$ cat config.mk
export PLATFORM = sky130hd
export DESIGN_NAME = ingress_fifo
export DESIGN_NICKNAME = d
export VERILOG_FILES = /design/src/rtl/ingress_fifo.sv
export SDC_FILE = /design/constraint.sdc
export NUM_CORES = 1
export LEC_CHECK = 0
export CAP_MARGIN = 5
export CORE_MARGIN = 3
export CORE_UTILIZATION = 47
export DETAILED_ROUTE_END_ITERATION = 6
export PLACE_DENSITY = 0.74
export SLEW_MARGIN = 30
export SYNTH_ARGS = -nofsm -noshare
export SYNTH_HDL_FRONTEND = slang
export SYNTH_SLANG_ARGS = --single-unit
$ cat constraint.sdc
create_clock -name clk -period 2.2 [get_ports clk]
set_clock_uncertainty 0.1 [all_clocks]
set_input_delay 0.44 -clock clk [delete_from_list [all_inputs] [get_ports clk]]
set_output_delay 0.44 -clock clk [all_outputs]
set_load 0.02 [all_outputs]
$ cat src/rtl/ingress_fifo.sv
// Per-slave-port ingress FIFO for the AXI-Stream crossbar: buffers {data, dest, last} beats
// and presents the head beat. Optional macro INGRESS_DEST_LOCK_EN locks dest per packet.
module ingress_fifo #(
  parameter int unsigned T_DATA_WIDTH = 8,
  parameter int unsigned M_DATA_COUNT = 3,
  parameter int unsigned DEPTH        = 4,
  localparam int unsigned T_DEST_WIDTH = $clog2(M_DATA_COUNT),
  localparam int unsigned CNT_WIDTH    = $clog2(DEPTH) + 1
) (
  input  logic                    clk,
  input  logic                    rst_n,
  input  logic [T_DATA_WIDTH-1:0] s_data_i,
  input  logic [T_DEST_WIDTH-1:0] s_dest_i,
  input  logic                    s_last_i,
  input  logic                    s_valid_i,
  output logic                    s_ready_o,
  output logic [T_DATA_WIDTH-1:0] q_data_o,
  output logic [T_DEST_WIDTH-1:0] q_dest_o,
  output logic                    q_last_o,
  output logic                    q_valid_o,
  input  logic                    pop_i,
  output logic [CNT_WIDTH-1:0]    count_o,
  output logic                    drop_o
);

  localparam int unsigned PtrWidth = $clog2(DEPTH);
  // Only a non-power-of-two master count leaves dest codes that name no master.
  localparam bit DestCheck = (M_DATA_COUNT != (1 << T_DEST_WIDTH));
  localparam logic [CNT_WIDTH-1:0] FullCnt = CNT_WIDTH'(DEPTH);
  localparam logic [T_DEST_WIDTH:0] DestLimit = (T_DEST_WIDTH + 1)'(M_DATA_COUNT);

  logic [T_DATA_WIDTH-1:0] mem_data [DEPTH];
  logic [T_DEST_WIDTH-1:0] mem_dest [DEPTH];
  logic                    mem_last [DEPTH];

  logic [PtrWidth-1:0]     wptr_q, wptr_d, rptr_q, rptr_d;
  logic [CNT_WIDTH-1:0]    cnt_q, cnt_d;
  logic                    drop_q, drop_d;
  logic                    push, pop, dest_bad, bad, store;
  logic [T_DEST_WIDTH-1:0] wr_dest;

`ifdef INGRESS_DEST_LOCK_EN
  logic                    in_pkt_q, in_pkt_d;
  logic                    drop_pkt_q, drop_pkt_d;
  logic [T_DEST_WIDTH-1:0] lock_dest_q, lock_dest_d;
`endif

  assign s_ready_o = (cnt_q != FullCnt);
  assign q_valid_o = (cnt_q != '0);
  assign count_o   = cnt_q;
  assign drop_o    = drop_q;
  assign q_data_o  = mem_data[rptr_q];
  assign q_dest_o  = mem_dest[rptr_q];
  assign q_last_o  = mem_last[rptr_q];

  always_comb begin
    push     = s_valid_i && s_ready_o;
    pop      = pop_i && q_valid_o;
    dest_bad = DestCheck && ({1'b0, s_dest_i} >= DestLimit);
`ifdef INGRESS_DEST_LOCK_EN
    // Dest and drop decision come from the first beat; later beats inherit them.
    wr_dest     = in_pkt_q ? lock_dest_q : s_dest_i;
    bad         = in_pkt_q ? drop_pkt_q : dest_bad;
    in_pkt_d    = in_pkt_q;
    lock_dest_d = lock_dest_q;
    drop_pkt_d  = drop_pkt_q;
    if (push) begin
      in_pkt_d = !s_last_i;
      if (!in_pkt_q) begin
        lock_dest_d = s_dest_i;
        drop_pkt_d  = dest_bad;
      end
    end
`else
    wr_dest = s_dest_i;
    bad     = dest_bad;
`endif
    store  = push && !bad;
    drop_d = push && bad;
    wptr_d = store ? wptr_q + 1'b1 : wptr_q;
    rptr_d = pop ? rptr_q + 1'b1 : rptr_q;
    unique case ({store, pop})
      2'b10:   cnt_d = cnt_q + 1'b1;
      2'b01:   cnt_d = cnt_q - 1'b1;
      default: cnt_d = cnt_q;
    endcase
  end

  always_ff @(posedge clk) begin
    if (!rst_n) begin
      wptr_q      <= '0;
      rptr_q      <= '0;
      cnt_q       <= '0;
      drop_q      <= 1'b0;
`ifdef INGRESS_DEST_LOCK_EN
      in_pkt_q    <= 1'b0;
      drop_pkt_q  <= 1'b0;
      lock_dest_q <= '0;
`endif
    end else begin
      wptr_q      <= wptr_d;
      rptr_q      <= rptr_d;
      cnt_q       <= cnt_d;
      drop_q      <= drop_d;
`ifdef INGRESS_DEST_LOCK_EN
      in_pkt_q    <= in_pkt_d;
      drop_pkt_q  <= drop_pkt_d;
      lock_dest_q <= lock_dest_d;
`endif
    end
  end

  // Storage is deliberately left out of reset.
  always_ff @(posedge clk) begin
    if (store) begin
      mem_data[wptr_q] <= s_data_i;
      mem_dest[wptr_q] <= wr_dest;
      mem_last[wptr_q] <= s_last_i;
    end
  end

endmodule

==> metrics.cfg <==
[cts]
cts_buffers=5
htreeDepth=2
tritoncts=built
hold_buffers=0
cts_sinks=54
max-clock-path-buffers=2
ctsRootBufferMaster=clkbuf_8
path_clk_slew_ps=90
worstSkewPairLatency_ps=300

[detailed_routing]
drt-vias-per-instance=5.22
dr_total_vias=1092
drt_iter0_drc=87
wl_per_cell_um=16.7
dr.pass1.iters=4
drt_wl_total_um=3480
drc_errors=0
ant_nets=0

[yosys]
synthAdderAreaFrac=0.0391
synth_compound_area_frac=0.0166
netlist_area_um2=2110
synth-xor-area-share=0.0166
syn_inst=113
yosys.area_share.simple=0.0592
synth.net_count=134
ys_seq_area_frac=0.720
ys_ff_latch=54
syn_avg_cell_area_um2=18.7
ys_types=23
ys_warn_count=0
synth_top_family_by_area=multiplexers
synthMuxAreaShare=0.127

[finish]
layout_commonest_cell=edfxtp_1
finalNetCount=179
layout-drive-gt1-share=0.321
stdcell_area_um2=2650
final_cell_mix=edfxtp_1, clkdlybuf4s50_1, mux4_2
insertedDiodeCount=0
synthToLayoutAreaGrowth_pct=25.3
nFillCells=292

[worst_setup_path]
critical_path_required_ps=2330
crit_path_max_fanout=3
r2r_cells=9
crit_path_start_kind=flip-flop
r2r_setup_slack_ps=20
cp_data_arrival_time_ps=2310
rr_startpoint=count_o[2]
crit_path_end_kind=flip-flop
r2r-end=count_o[2]
setup.worst_path.start=count_o[2]
crit_type=flip-flop to flip-flop
crit_end=count_o[2]

[pwr]
p_leak_nw=0.920
power.density_nw_per_um2=1070
max-vdd-ir-drop_mv=0.584

[hold_path]
min_path_cells=2
hold_class=primary input to flip-flop

[floorplan]
die_h_um=73.1
io_pins=32
rows=23
fp.dieArea_um2=5340
core_area_um2=4170
dieWidth_um=73.1
initial_core_util=0.506

[sta]
setup_viol=0
maxSlewHeadroom=0.617
slew_violations=0
grt_setup_unrepaired=true
whs_ps=410
fmax_ghz=0.458
worst_slack_ps=18.4
period_needed_ps=2180
fin_crit_sh=0.992
worstMarginPinSlew_ps=574
hold_viol=0

[status]
outcome=finished clean

[grt]
grt_use_total=0.148
grt_pass1_wl_um=5760
first_global_vias=1167
grt_max_degree=17
antenna_found_initial=0
globalRouteOverflowTotal=0

[placed_design]
place_ws_ps=-415
placed_cell_area_um2=2570
gp_congestion=0.764
io_buffers=31
dpl.hpwl_um=2440

[job]
max-cap-violations=0

==> state kept, by name, summed over array words and instances, names as in the netlist, named ones only <==
name	count
mem_data	32
mem_dest	8
mem_last	4
count_o	3
rptr_q	2
wptr_q	2
drop_o	1
==> where the power goes <==
| group | switching [mW] | total [mW] | leakage, nW | internal, mW |
|---|---|---|---|---|
| clock network | 0.299 | 0.521 | 0.0450 | 0.221 |
| registers | 0.0449 | 1.27 | 0.485 | 1.22 |
| logic | 0.503 | 1.05 | 0.389 | 0.550 |
==> critical path, stage by stage (launching register included) <==
cell and delay [ps]:
dfxtp_4 350, or3b_4 380, and3_4 170, inv_2 60
ha_4 120, inv_2 30, fa_2 320, xor2_1 160
or3_1 310, a21boi_1 110
==> synthesized netlist by cell type <==
cell type / number / area, µm²
or3_1: 2 / 12.5
nor2b_1: 2 / 12.5
nand2_1: 7 / 26.3
and2_1: 7 / 43.8
and3_4: 1 / 11.3
buf_2: 1 / 5.00
inv_1: 6 / 22.5
or3b_4: 1 / 11.3
a21boi_0: 1 / 7.51
o21ai_0: 2 / 10.0
ha_1: 5 / 62.6
xor2_1: 1 / 8.76
mux4_2: 11 / 248
xnor2_1: 3 / 26.3
clkbuf_1: 2 / 7.51
o311ai_0: 1 / 8.76
edfxtp_1: 44 / 1320
dfxtp_1: 10 / 200
nor3b_1: 1 / 7.51
fa_1: 1 / 20.0
o31a_1: 1 / 8.76
mux2i_1: 2 / 20.0
buf_6: 1 / 11.3
==> final cells by class <==
class                      count  area, µm²  share of cell area
clock buffer                   6       72.6              0.0274
sequential                    54       1530               0.578
clock inverter                 2       10.0             0.00378
inverter                       6       22.5             0.00851
tap                           50       62.6              0.0236
timing repair buffer          42        388               0.147
multi-input combinational     49        563               0.213
==> worst min-delay path by stage <==
stage           startpoint        endpoint  slack, ps
4_1_cts          wptr_q[1]       wptr_q[1]        420
3_5_place_dp     wptr_q[1]       wptr_q[1]        410
6_report       s_dest_i[1]  mem_dest[1][1]        410
2_1_floorplan    wptr_q[1]       wptr_q[1]        370
3_3_place_gp     wptr_q[0]       wptr_q[0]        380
5_1_grt        s_dest_i[1]  mem_dest[1][1]        420
==> cells by family (layout without fill, tap and decap cells) <==
kind of cell,count (synthesis),after routing
buffers and inverters,10,56
muxes,13,13
and+or+nand+nor,21,21
DFF,54,54
xor gates and xnor gates,4,4
adders and majority gates,6,6
AOI/OAI and AO/OA,5,5
==> repair_timing <==
item,4_1_cts,5_1_grt
resized for setup,29,9
endpoints found under the setup margin,13,12
setup buffers,0,1
==> routing by layer <==
layer	GRT usage	up-vias	part of all wire
li1	-	518	-
met1	0.180	541	0.42
met2	0.248	31	0.52
met3	0.0496	2	0.057
met4	0.0492	0	0.0037
met5	0	-	0
==> per-stage QoR <==
step	TNS (ps)	power (mW)	util	std cells
CTS	0	2.86	0.637	208
detailed placement	-9890	2.39	0.616	200
global placement	-5830	2.37	0.616	200
finish	0	2.84	0.634	209
global route	-105	3.01	0.634	209
floorplan	-154	1.93	-	113
(Power assumes the default switching activity.)
